$ cat config.mk
export PLATFORM = sky130hd
export DESIGN_NAME = pll_lock_monitor
export DESIGN_NICKNAME = d
export VERILOG_FILES = /design/src/rtl/pll_mon_pkg.sv /design/src/rtl/pll_mon_chan.sv /design/src/rtl/pll_lock_monitor.sv
export SDC_FILE = /design/constraint.sdc
export NUM_CORES = 1
export LEC_CHECK = 0
export BUFFER_PORTS_ARGS = -buffer_cell sky130_fd_sc_hd__buf_2
export CAP_MARGIN = 20
export CORE_ASPECT_RATIO = 1.5
export CORE_UTILIZATION = 35
export CTS_BUF_LIST = sky130_fd_sc_hd__clkbuf_4
export CTS_CLUSTER_DIAMETER = 100
export DETAILED_ROUTE_END_ITERATION = 6
export PLACE_DENSITY = 0.64
export SLEW_MARGIN = 40
export SYNTH_ARGS = -nofsm -noshare
export SYNTH_HDL_FRONTEND = slang
export SYNTH_SLANG_ARGS = --single-unit
export TNS_END_PERCENT = 10
$ cat constraint.sdc
create_clock -name clk -period 5.55 [get_ports clk]
set_input_delay 0.8325 -clock clk [delete_from_list [all_inputs] [get_ports clk]]
set_output_delay 0.8325 -clock clk [all_outputs]
set_load 0.02 [all_outputs]
$ cat src/rtl/pll_mon_pkg.sv
// pll_mon_pkg
//   Shared definitions for the PLL lock supervisor:
//   - pll_state_e   : per-channel supervisor state (WAIT, SETTLE, LOCKED, RESET)
//   - timer_width() : width of the single per-channel cycle timer
//   - retry_width() : width of the per-channel auto-reset retry counter
package pll_mon_pkg;

  typedef enum logic [1:0] {
    ST_WAIT   = 2'd0,
    ST_SETTLE = 2'd1,
    ST_LOCKED = 2'd2,
    ST_RESET  = 2'd3
  } pll_state_e;

  // One timer serves every state, so it must reach the largest terminal
  // count minus one.
  function automatic int timer_width(input int timeout_cycles,
                                     input int stable_cycles,
                                     input int rst_cycles);
    int m;
    m = timeout_cycles;
    if (stable_cycles > m) m = stable_cycles;
    if (rst_cycles > m) m = rst_cycles;
    return (m < 2) ? 1 : $clog2(m);
  endfunction

  // The retry counter has to hold 0..max_retry; keep at least one bit so
  // a max_retry of 0 still yields a legal vector.
  function automatic int retry_width(input int max_retry);
    return (max_retry < 1) ? 1 : $clog2(max_retry + 1);
  endfunction

endpackage

$ cat src/rtl/pll_mon_chan.sv
// pll_mon_chan
//   Supervisor for one PLL: 2-FF lock synchroniser, WAIT/SETTLE/LOCKED/RESET
//   state machine with a shared cycle timer, bounded auto-reset retries,
//   sticky lost/timeout flags and a saturating loss counter.
// Ports
//   clk, rst       : system clock, synchronous active-high reset
//   pll_lock_i     : raw asynchronous lock from the PLL
//   clr_i          : one-cycle pulse clearing flags, loss count and retries
//   lost_o         : sticky, a qualified lock was lost
//   timeout_o      : sticky, WAIT timed out
//   loss_cnt_o     : saturating count of lost-lock events
//   state_o        : registered state; the parent decodes locked/reset from it
module pll_mon_chan
  import pll_mon_pkg::*;
#(
  parameter int STABLE_CYCLES  = 16,
  parameter int TIMEOUT_CYCLES = 4096,
  parameter int RST_CYCLES     = 8,
  parameter int MAX_RETRY      = 3,
  parameter int CNT_W          = 8
) (
  input  logic             clk,
  input  logic             rst,
  input  logic             pll_lock_i,
  input  logic             clr_i,
  output logic             lost_o,
  output logic             timeout_o,
  output logic [CNT_W-1:0] loss_cnt_o,
  output pll_state_e       state_o
);

  localparam int TW = timer_width(TIMEOUT_CYCLES, STABLE_CYCLES, RST_CYCLES);
  localparam int RW = retry_width(MAX_RETRY);

  localparam logic [TW-1:0]    TIMEOUT_LAST = TW'(TIMEOUT_CYCLES - 1);
  localparam logic [TW-1:0]    STABLE_LAST  = TW'(STABLE_CYCLES - 1);
  localparam logic [TW-1:0]    RST_LAST     = TW'(RST_CYCLES - 1);
  localparam logic [RW-1:0]    RETRY_LIMIT  = RW'(MAX_RETRY);
  localparam logic [CNT_W-1:0] CNT_MAX      = {CNT_W{1'b1}};

  logic             sync1_q, sync1_d;
  logic             sync_lock_q, sync_lock_d;
  pll_state_e       state_q, state_d;
  logic [TW-1:0]    timer_q, timer_d;
  logic [RW-1:0]    retry_q, retry_d;
  logic             lost_q, lost_d;
  logic             timeout_q, timeout_d;
  logic [CNT_W-1:0] loss_cnt_q, loss_cnt_d;

  logic set_lost;
  logic set_timeout;
  logic inc_retry;

  always_comb begin
    sync1_d     = pll_lock_i;
    sync_lock_d = sync1_q;

    state_d     = state_q;
    timer_d     = timer_q;
    retry_d     = retry_q;
    lost_d      = lost_q;
    timeout_d   = timeout_q;
    loss_cnt_d  = loss_cnt_q;
    set_lost    = 1'b0;
    set_timeout = 1'b0;
    inc_retry   = 1'b0;

    // Clear is applied first so that a simultaneous set event below wins.
    if (clr_i) begin
      lost_d     = 1'b0;
      timeout_d  = 1'b0;
      loss_cnt_d = '0;
      retry_d    = '0;
    end

    case (state_q)
      ST_WAIT: begin
        if (sync_lock_q) begin
          state_d = ST_SETTLE;
          timer_d = '0;
        end else if (timer_q == TIMEOUT_LAST) begin
          // Out of retries: park here with the timer frozen at its terminal
          // value; the timeout flag keeps being re-asserted.
          set_timeout = 1'b1;
          if (retry_q < RETRY_LIMIT) begin
            state_d = ST_RESET;
            timer_d = '0;
          end
        end else begin
          timer_d = timer_q + 1'b1;
        end
      end
      ST_SETTLE: begin
        if (!sync_lock_q) begin
          // Lock never qualified, so this is a glitch, not a loss.
          state_d = ST_WAIT;
          timer_d = '0;
        end else if (timer_q == STABLE_LAST) begin
          state_d = ST_LOCKED;
          timer_d = '0;
        end else begin
          timer_d = timer_q + 1'b1;
        end
      end
      ST_LOCKED: begin
        if (!sync_lock_q) begin
          state_d  = ST_WAIT;
          timer_d  = '0;
          set_lost = 1'b1;
        end
      end
      ST_RESET: begin
        // Lock input is ignored while the PLL is held in reset.
        if (timer_q == RST_LAST) begin
          state_d   = ST_WAIT;
          timer_d   = '0;
          inc_retry = 1'b1;
        end else begin
          timer_d = timer_q + 1'b1;
        end
      end
      default: begin
        state_d = ST_WAIT;
        timer_d = '0;
      end
    endcase

    if (set_timeout) timeout_d = 1'b1;

    if (set_lost) begin
      lost_d  = 1'b1;
      retry_d = '0;
      if (clr_i) begin
        loss_cnt_d = CNT_W'(1);
      end else if (loss_cnt_q != CNT_MAX) begin
        loss_cnt_d = loss_cnt_q + 1'b1;
      end
    end

    // RESET is only entered with retry below the limit, so this cannot wrap.
    if (inc_retry) retry_d = retry_d + 1'b1;
  end

  always_ff @(posedge clk) begin
    if (rst) begin
      sync1_q     <= 1'b0;
      sync_lock_q <= 1'b0;
      state_q     <= ST_WAIT;
      timer_q     <= '0;
      retry_q     <= '0;
      lost_q      <= 1'b0;
      timeout_q   <= 1'b0;
      loss_cnt_q  <= '0;
    end else begin
      sync1_q     <= sync1_d;
      sync_lock_q <= sync_lock_d;
      state_q     <= state_d;
      timer_q     <= timer_d;
      retry_q     <= retry_d;
      lost_q      <= lost_d;
      timeout_q   <= timeout_d;
      loss_cnt_q  <= loss_cnt_d;
    end
  end

  assign lost_o     = lost_q;
  assign timeout_o  = timeout_q;
  assign loss_cnt_o = loss_cnt_q;
  assign state_o    = state_q;

endmodule

$ cat src/rtl/pll_lock_monitor.sv
// pll_lock_monitor
//   Lock supervisor for N_CH PLLs sharing one system clock. Each channel is
//   handled by a pll_mon_chan; this level decodes lock/reset from the
//   registered channel state and builds the summary outputs.
// Ports
//   clk, rst     : system clock, synchronous active-high reset
//   pll_lock_i   : raw asynchronous lock inputs, one per PLL
//   clr_i        : one-cycle pulse clearing sticky flags, counts, retries
//   locked_o     : qualified lock per channel
//   all_locked_o : AND of locked_o
//   lost_o       : sticky lost-after-qualified flags
//   timeout_o    : sticky WAIT timeout flags
//   pll_rst_o    : reset request to each PLL
//   loss_cnt_o   : saturating loss counts, channel i at [i*CNT_W +: CNT_W]
//   err_o        : OR of every lost_o and timeout_o bit
module pll_lock_monitor
  import pll_mon_pkg::*;
#(
  parameter int N_CH           = 2,
  parameter int STABLE_CYCLES  = 16,
  parameter int TIMEOUT_CYCLES = 4096,
  parameter int RST_CYCLES     = 8,
  parameter int MAX_RETRY      = 3,
  parameter int CNT_W          = 8
) (
  input  logic                  clk,
  input  logic                  rst,
  input  logic [N_CH-1:0]       pll_lock_i,
  input  logic                  clr_i,
  output logic [N_CH-1:0]       locked_o,
  output logic                  all_locked_o,
  output logic [N_CH-1:0]       lost_o,
  output logic [N_CH-1:0]       timeout_o,
  output logic [N_CH-1:0]       pll_rst_o,
  output logic [N_CH*CNT_W-1:0] loss_cnt_o,
  output logic                  err_o
);

  pll_state_e chan_state [N_CH];

  for (genvar i = 0; i < N_CH; i++) begin : g_chan
    pll_mon_chan #(
      .STABLE_CYCLES  (STABLE_CYCLES),
      .TIMEOUT_CYCLES (TIMEOUT_CYCLES),
      .RST_CYCLES     (RST_CYCLES),
      .MAX_RETRY      (MAX_RETRY),
      .CNT_W          (CNT_W)
    ) u_chan (
      .clk        (clk),
      .rst        (rst),
      .pll_lock_i (pll_lock_i[i]),
      .clr_i      (clr_i),
      .lost_o     (lost_o[i]),
      .timeout_o  (timeout_o[i]),
      .loss_cnt_o (loss_cnt_o[i*CNT_W +: CNT_W]),
      .state_o    (chan_state[i])
    );

    // Decoded from registered state, so both outputs are glitch-free.
    assign locked_o[i]  = (chan_state[i] == ST_LOCKED);
    assign pll_rst_o[i] = (chan_state[i] == ST_RESET);
  end

  assign all_locked_o = &locked_o;
  assign err_o        = (|lost_o) | (|timeout_o);

endmodule

# [After elaboration in Yosys (flattened, before gate mapping)]
# Cells that the tools add are included.
[totals] reg_bits=56 inputBits=5 out_inout_bits=26 wordCells=129
[op_classes] add_sub_neg=6 n_lt_le_gt_ge=2 n_eq_ne=26 muxes=65 n_bitwise=1 reduce_logical=13
[op_table] cell="$mux W12" count=14
[op_table] cell="$pmux W12 S4" count=2
[op_table] cell="$mux W8" count=8
[op_table] cell="$mux W2" count=20
[op_table] cell="$add A12 B1 Y12 const B" count=2
[op_table] cell="$eq A12 B12 Y1 const B" count=2
[op_table] cell="$eq A12 B3 Y1 const B" count=2
[op_table] cell="$eq A12 B4 Y1 const B" count=2
[op_table] cell="$mux W1" count=19
[op_table] cell="$add A8 B1 Y8 const B" count=2
[op_table] cell="$ne A8 B8 Y1 const B" count=2
[op_table] cell="$pmux W2 S4" count=2
[op_table] cell="$ne A3 B1 Y1 const B" count=4
[op_table] cell="$reduce_and A5 Y1" count=2
[op_table] cell="$eq A2 B2 Y1 const B" count=4
[op_table] cell="$ne A4 B3 Y1 const B" count=2
[op_table] cell="$reduce_bool A2 Y1" count=4
[op_table] cell="$ne A3 B3 Y1 const B" count=2
[op_table] cell="$reduce_and A2 Y1" count=3
[op_table] cell="$add A2 B1 Y2 const B" count=2
[op_table] cell="$eq A2 B1 Y1 const B" count=2
[op_table] cell="$logic_not A2 Y1" count=2
[op_table] cell="$lt A2 B2 Y1 const B" count=2
[op_table] cell="$ne A2 B1 Y1 const B" count=2
[op_table] cell="3 further kinds" count=5

# [Depth between registers and ports, before layout]
# Gate-level depths: netlist (run 1).
[logic_depth] depth_word=5 ltp_mapped=7 depth_no_buf=6

# [Modules after synthesis]
# Synthesis (run 1) repeated with hierarchy kept, for this count alone.
[hier_totals] cells_unflattened=354 hier_area_um2=3072.9
[modules_own_cells] module="pll_mon_chan" n_inst=2 cells_each=174 area_each_um2=1515.2 seq_area_each_um2=560.5
[modules_own_cells] module="pll_lock_monitor" n_inst=1 cells_each=6 area_each_um2=42.5 seq_area_each_um2=0.0

# [Worst setup path after synthesis (run 1)]
# Ideal clock, no wire load.
[synth_path] path_kind="register -> output" start="register g_chan[1].u_chan.state_q[1]" end="output port all_locked_o" arrival_ns=1.274 t_required_ns=4.718 path_slack_ns=3.443 path_stages_with_launch=4 n_path_buf=1 cell_sequence="dfxtp_1 > clkbuf_1 > nor2b_1 > and2_1"
[synth_via] elab_chain_len=2
[synth_lines] item="start: declaration" line_no="pll_mon_chan.sv:43" text="pll_state_e state_q, state_d;"
[synth_lines] item="start signal: assignment" line_no="pll_mon_chan.sv:157" text="state_q <= state_d;"
[synth_lines] item="$eq A2 B2 Y1" line_no="pll_lock_monitor.sv:60" text="assign locked_o[i] = (chan_state[i] == ST_LOCKED);"
[synth_lines] item="named net locked_o[1]" line_no="pll_lock_monitor.sv:30" text="output logic [N_CH-1:0] locked_o,"
[synth_lines] item="$reduce_and A2 Y1" line_no="pll_lock_monitor.sv:64" text="assign all_locked_o = &locked_o;"
[synth_lines] item="end: declaration" line_no="pll_lock_monitor.sv:31" text="output logic all_locked_o,"
# The timed path passes the listed nets, and every way through them passes these cells.

# [Worst setup path in the final report (run 1)]
[layout_path] start="register g_chan[1].u_chan.state_q[1]" end="output port all_locked_o"
[layout_via] elab_chain_len=2
[layout_lines] item="$eq A2 B2 Y1" line_no="pll_lock_monitor.sv:60"
[layout_lines] item="$reduce_and A2 Y1" line_no="pll_lock_monitor.sv:64"
# Every way passes these cells.

==> results of run 1 <==
==> area by class of cell <==
| cell class | count | share of cell area |
|---|---|---|
| multi-input combinational | 252 | 0.514 |
| clock inverter | 3 | 0.0135 |
| tap | 105 | 0.0417 |
| sequential | 56 | 0.356 |
| clock buffer | 5 | 0.0119 |
| inverter | 13 | 0.0155 |
| timing repair buffer | 30 | 0.0477 |
==> worst paths after layout <==
path | start | endpoint | cells past startpoint
max reg2reg | g_chan[0].u_chan.state_o[0]$_SDFFE_PP0P_ | g_chan[0].u_chan.timer_q[4]$_SDFFE_PP0P_ | 5
max | g_chan[1].u_chan.state_o[1]$_SDFFE_PP0P_ | all_locked_o | 3
min reg2reg | g_chan[1].u_chan.sync1_q$_SDFF_PP0_ | g_chan[1].u_chan.sync_lock_q$_SDFF_PP0_ | 1
min | g_chan[1].u_chan.sync1_q$_SDFF_PP0_ | g_chan[1].u_chan.sync_lock_q$_SDFF_PP0_ | 1
==> critical path: cells and delay by family, from the launching register on <==
family,cells,cell delay (ns)
simple gates,2,0.39
flops,1,0.59
buf+inv,1,0.15
==> cell usage after synthesis, drive strengths merged (3+ instances only) <==
cell	n
mux2i	4
and2	3
ha	4
o211ai	3
nor4	4
nor3b	3
dfxtp	56
buf	6
nand2	25
o31ai	3
inv	13
xor2	13
a21oi	16
nand3	16
nor2b	6
xnor2	18
clkbuf	10
nor2	48
a211oi	8
nor3	11
and3b	3
or3	5
o21ai	15
nand4	8
or4	8
==> cells by family after synthesis <==
family                   after synthesis  synth area share
AO/OA/AOI/OAI                         61             0.148
buffers and inverters                 29            0.0442
adder cells (fa/ha/maj)                4            0.0175
XOR/XNOR                              31            0.0950
multiplexers                           4            0.0140
AND/OR/NAND/NOR                      152             0.289
flip-flops                            56             0.392
==> power by group through the flow <==
stage	logic, mW	clock network, mW	registers [mW]
3_5_place_dp	0.237	0	0.492
6_report	0.234	0.225	0.483
4_1_cts	0.238	0.235	0.483
5_1_grt	0.267	0.247	0.491
2_1_floorplan	0.198	0	0.470
3_3_place_gp	0.230	0	0.490
==> state kept, by name (all words and copies together) (netlist names) <==
signal,count
g_chan.u_chan.loss_cnt_o,16
g_chan.u_chan.lost_o,2
g_chan.u_chan.retry_q,4
g_chan.u_chan.state_o,4
g_chan.u_chan.sync1_q,2
g_chan.u_chan.sync_lock_q,2
g_chan.u_chan.timeout_o,2
g_chan.u_chan.timer_q,24
==> per-stage QoR <==
step | power (mW) | setup slack [ns] | instances
2_1_floorplan | 0.669 | 3.44 | 337
3_3_place_gp | 0.720 | 3.41 | 456
3_5_place_dp | 0.728 | 3.37 | 456
4_1_cts | 0.956 | 3.14 | 464
5_1_grt | 1.01 | 3.05 | 464
6_report | 0.943 | 3.21 | 464
==> per-layer routing <==
| layer | vias to the layer above | wire length, um | track usage |
|---|---|---|---|
| li1 | 1236 | - | - |
| met1 | 1168 | 2530 | 0.162 |
| met2 | 42 | 3220 | 0.268 |
| met3 | 9 | 193 | 0.0350 |
| met4 | 0 | 110 | 0.0617 |
| met5 | - | 0 | 0 |
==> impl_metrics.py, run 1 <==
metrics = {
    "layout": {
        "n_antenna_cell": 0,
        "ff_latch_area_mm2": 0.00112,
        "syn2layout_area_growth_pct": 10.2,
        "multi_input_area_mm2": 0.00162,
        "layout_common_cells": "dfxtp_1, nor2_1, buf_2",
        "fin_area_mm2": 0.00315,
        "fillerInstances": 804,
        "mostFrequentLayoutCell": "dfxtp_1",
        "fin_nets": 367,
        "fin_util": 0.396,
        "drive_above_1_share": 0.153,
    },
    "route": {
        "ant_nets": 0,
        "totalWireLength_mm": 6.05,
        "routedWlPerCell_um": 13.0,
        "drc": 0,
        "drtIter0Drc": 91,
        "first_pass_iters": 4,
        "vias_per_cell": 5.29,
        "vias": 2455,
    },
    "floorplanning": {
        "dieArea_mm2": 0.00854,
        "boundaryPins": 31,
        "die_w_um": 75.8,
        "die_y_um": 113,
        "start_util": 0.359,
        "placementRows": 40,
        "coreArea_mm2": 0.00796,
    },
    "timing": {
        "max_freq_mhz": 427,
        "setup_tns_ns": 0,
        "rsz0062_at_grt": "false",
        "period_share": 0.422,
        "maxSlewViolCount": 0,
        "hold_slack_ns": 0.460,
        "worst_pin_slew_ns": 0.586,
        "timing.slew.headroom": 0.607,
        "finalHoldViolations": 0,
        "fin_crit_ns": 2.34,
        "setup_viol": 0,
        "finClkSkew_ns": 0.0154,
    },
    "setup_path": {
        "slowest_stage": "dfxtp_1",
        "ff2ff_setup_slack_ns": 3.36,
        "slowest_delay_ns": 0.59,
        "crit_path_cell_trace": "nor2b_1 > and2_1 > buf_2",
        "critPathLaunchType": "flop",
        "cp.required_ns": 4.72,
        "cp.arrival_ns": 1.51,
        "critPathKind": "flop to output pin",
        "end_kind": "output pin",
        "critPathMaxFanout": 14,
    },
    "grt": {
        "grt_first_pass_wirelength_mm": 9.87,
        "grt_max_degree": 23,
        "grt_usage": 0.150,
        "grt_pass1_vias": 2229,
        "overflow": 0,
        "antenna_found_initial": 0,
    },
    "power": {
        "p_switching_uw": 320,
        "p_clk_frac": 0.239,
        "ir_worst_vdd_uv": 115,
        "switching_share": 0.339,
        "pwr-share-comb": 0.248,
        "seqPwrFrac": 0.513,
        "p_int_uw": 623,
        "p_leak_nw": 1.13,
        "power.density_mw_per_mm2": 299,
    },
    "yosys": {
        "yosysSeqAreaShare": 0.392,
        "ys_types": 54,
        "yosysTopAreaCell": "dfxtp_1",
        "syn-instance-count": 337,
        "ys_seq_elements": 56,
        "synth.area.top_cells": "dfxtp_1, nor2_1, xnor2_1",
        "synth_edf_count": 0,
        "synth_top_cell_area_share": 0.392,
        "yosys_warnings": 0,
        "syn_area_mm2": 0.00286,
        "synth.net_count": 346,
        "async_flop_share": 0,
        "syn_avg_cell_area_um2": 8.48,
        "synth_flop_cell": "dfxtp_1",
    },
    "placed_design": {
        "hpwlAfterDp_mm": 4.48,
        "gp_congestion": 0.828,
        "dpl_cell_area_mm2": 0.00307,
        "io_buffers": 30,
    },
    "clocking": {
        "clockRootBuffer": "clkbuf_4",
        "postCtsSetupBuffers": 0,
        "ctsHoldBuffers": 0,
        "cts-buffers-inserted": 5,
        "cts.htree.levels": 2,
        "clk_pin_slew_ns": 0.16,
        "cts_tree": "yes",
        "clk_path_buf_depth": 2,
        "post_cts_resized": 0,
        "cts.sinks": 56,
        "clock_latency_ns": 0.39,
    },
    "worst_hold_path": {
        "hp-class": "flop to flop",
    },
    "run_status": {
        "status": "complete, no violations",
    },
    "run": {
        "cap_violations": 0,
    },
}
Note: power is estimated with default switching activity, not from simulation.
==> run 2, diff against run 1 <==
--- a/config.mk
+++ b/config.mk
@@ -5,6 +5,7 @@
 export SDC_FILE = /design/constraint.sdc
 export NUM_CORES = 1
 export LEC_CHECK = 0
+export ABC_AREA = 1
 export BUFFER_PORTS_ARGS = -buffer_cell sky130_fd_sc_hd__buf_2
 export CAP_MARGIN = 20
 export CORE_ASPECT_RATIO = 1.5
==> constraint.sdc (replaced) <==
create_clock -name clk -period 2.2 [get_ports clk]
set_input_delay 0.33 -clock clk [delete_from_list [all_inputs] [get_ports clk]]
set_output_delay 0.33 -clock clk [all_outputs]
set_load 0.02 [all_outputs]
==> run 2 against run 1 <==
Non-clock buffer count grew 1. Wire length grew 21%. Highest routed layer unchanged. Via count grew 24%. Critical endpoint is now g_chan[0].u_chan.state_o[1]$_SDFFE_PP0P_. Sequential cell count is the same. Worst hold slack lost 0.34 ns. Register-to-register slack lost 3.0 ns. Combinational power grew to 3.6 times the previous value.
==> impl_metrics.py, run 2 <==
metrics = {
    "setup_path": {
        "critPathLaunchType": "flop",
        "cp.arrival_ns": 2.15,
        "end_kind": "flop",
        "critPathMaxFanout": 11,
        "cp.required_ns": 2.48,
        "critPathKind": "flop to flop",
    },
    "layout": {
        "fillerInstances": 955,
        "syn2layout_area_growth_pct": 9.09,
        "regMostFlops": "g_chan.u_chan.timer_q",
        "largest_reg_flops": 24,
        "n_antenna_cell": 0,
        "instances_no_fill": 617,
        "drive_above_1_share": 0.156,
        "multi_input_area_mm2": 0.00175,
        "ff_latch_area_mm2": 0.00112,
        "fin_util": 0.395,
        "layout_common_cells": "nand2_1, nor2_1, inv_1",
        "fin_nets": 517,
        "mostFrequentLayoutCell": "nand2_1",
    },
    "floorplanning": {
        "placementRows": 42,
        "boundaryPins": 31,
        "die_y_um": 119,
        "start_util": 0.362,
        "coreArea_mm2": 0.00883,
        "dieArea_mm2": 0.00952,
        "die_w_um": 80,
    },
    "grt": {
        "overflow": 0,
        "antenna_found_initial": 0,
        "grt_max_degree": 18,
        "grt_pass1_vias": 2929,
        "grt_usage": 0.166,
        "grt_first_pass_wirelength_mm": 12.6,
    },
    "timing": {
        "setup_viol": 0,
        "finalHoldViolations": 0,
        "timing.slew.headroom": 0.698,
        "finClkSkew_ns": 0.0175,
        "setup_tns_ns": 0,
        "max_freq_mhz": 537,
        "period_share": 0.847,
        "worst_pin_slew_ns": 0.453,
        "fin_crit_ns": 1.86,
        "maxSlewViolCount": 0,
        "rsz0062_at_grt": "false",
        "setup_ws_ns": 0.337,
    },
    "yosys": {
        "ys_top_cells_by_count": "nand2_1, nor2_1, inv_1, dfxtp_1, nand3_1",
        "syn_avg_cell_area_um2": 6.64,
        "synth_top_cell_area_share": 0.351,
        "syn-instance-count": 481,
        "synth_edf_count": 0,
        "async_flop_share": 0,
        "ys_types": 37,
        "yosysSeqAreaShare": 0.351,
        "synth.net_count": 490,
        "yosys_warnings": 0,
        "ys_seq_elements": 56,
        "syn_area_mm2": 0.00319,
        "synth.area.top_cells": "dfxtp_1, nand2_1, nor2_1",
        "yosysTopAreaCell": "dfxtp_1",
        "synth_flop_cell": "dfxtp_1",
        "synth_most_common_cell": "nand2_1",
    },
    "power": {
        "p_clk_frac": 0.209,
        "switching_share": 0.388,
        "p_int_mw": 1.60,
        "power.density_mw_per_mm2": 749,
        "p_switching_mw": 1.01,
        "ir_worst_vdd_uv": 295,
        "total_power_mw": 2.61,
        "seqPwrFrac": 0.470,
        "pwr-share-comb": 0.321,
        "p_leak_nw": 1.52,
    },
    "route": {
        "totalWireLength_mm": 7.31,
        "drtIter0Drc": 106,
        "vias": 3034,
        "vias_per_cell": 4.92,
        "first_pass_iters": 4,
        "routedWlPerCell_um": 11.8,
        "ant_nets": 0,
        "drc": 0,
    },
    "clocking": {
        "clk_path_buf_depth": 2,
        "cts.sinks": 56,
        "clock_latency_ns": 0.39,
        "cts-buffers-inserted": 5,
        "clk_pin_slew_ns": 0.16,
        "clockRootBuffer": "clkbuf_4",
        "postCtsSetupBuffers": 0,
        "ctsHoldBuffers": 0,
        "cts_tree": "yes",
        "post_cts_resized": 0,
        "cts.htree.levels": 2,
    },
    "worst_hold_path": {
        "hp-class": "primary input to flop",
    },
    "placed_design": {
        "io_buffers": 30,
        "dp_cells": 611,
        "hpwlAfterDp_mm": 5.75,
        "gp_congestion": 0.902,
        "place_worst_setup_slack_ns": 0.335,
    },
    "run_status": {
        "status": "complete, no violations",
    },
    "run": {
        "cap_violations": 0,
    },
}
## run 2: per-layer routing
layer	global-route usage	wire length [um]	vias to the layer above
met2	0.306	3870	47
met4	0.0848	203	0
li1	-	-	1594
met3	0.0284	165	17
met5	0	0	-
met1	0.174	3070	1376
## run 2: power groups by stage
stage	logic, mW	clock network (mW)	registers [mW]
2_1_floorplan	0.627	0	1.24
3_3_place_gp	0.824	0	1.24
6_report	0.836	0.546	1.23
4_1_cts	0.841	0.570	1.23
3_5_place_dp	0.838	0	1.25
5_1_grt	0.938	0.596	1.25
## run 2: per-stage QoR
| step | hold WS [ns] | instance area [um^2] |
|---|---|---|
| 2_1_floorplan | 0.388 | 3190 |
| 3_3_place_gp | 0.398 | 3420 |
| 3_5_place_dp | 0.404 | 3420 |
| 4_1_cts | 0.102 | 3480 |
| 5_1_grt | 0.117 | 3480 |
| 6_report | 0.121 | 3480 |
## run 2: path summary, 6_finish.rpt
| kind | cells past startpoint | slack, ns | endpoint | start |
|---|---|---|---|---|
| max | 10 | 0.34 | g_chan[0].u_chan.state_o[1]$_SDFFE_PP0P_ | g_chan[0].u_chan.timer_q[0]$_SDFFE_PP0P_ |
| min | 3 | 0.12 | g_chan[1].u_chan.sync1_q$_SDFF_PP0_ | pll_lock_i[1] |
| max reg2reg | 10 | 0.34 | g_chan[0].u_chan.state_o[1]$_SDFFE_PP0P_ | g_chan[0].u_chan.timer_q[0]$_SDFFE_PP0P_ |
| min reg2reg | 2 | 0.40 | g_chan[0].u_chan.sync_lock_q$_SDFF_PP0_ | g_chan[0].u_chan.sync1_q$_SDFF_PP0_ |
## run 2: critical path, cell delays in order (launching register included)
cell,delay (ns)
dfxtp_1,0.40
ha_1,0.32
nand2_2,0.11
nor2_2,0.15
nand3_2,0.12
nand2_1,0.10
nand2_2,0.17
nand2_2,0.15
nor2_2,0.06
o21ai_0,0.14
nor2_1,0.06
## run 2: cell type report
class / count / area share
timing repair buffer: 31 / 0.0452
sequential: 56 / 0.322
clock buffer: 5 / 0.0108
multi-input combinational: 346 / 0.501
inverter: 68 / 0.0732
tap: 110 / 0.0395
clock inverter: 1 / 0.00862
## run 2: logic make-up (layout without fill, tap and decap cells)
group / Yosys count / after routing / share of synthesized area
compound gates: 55 / 55 / 0.104
buf+inv: 79 / 105 / 0.103
simple gates: 277 / 277 / 0.400
xor+xnor: 10 / 10 / 0.0274
flops: 56 / 56 / 0.351
fa+ha+maj: 4 / 4 / 0.0157
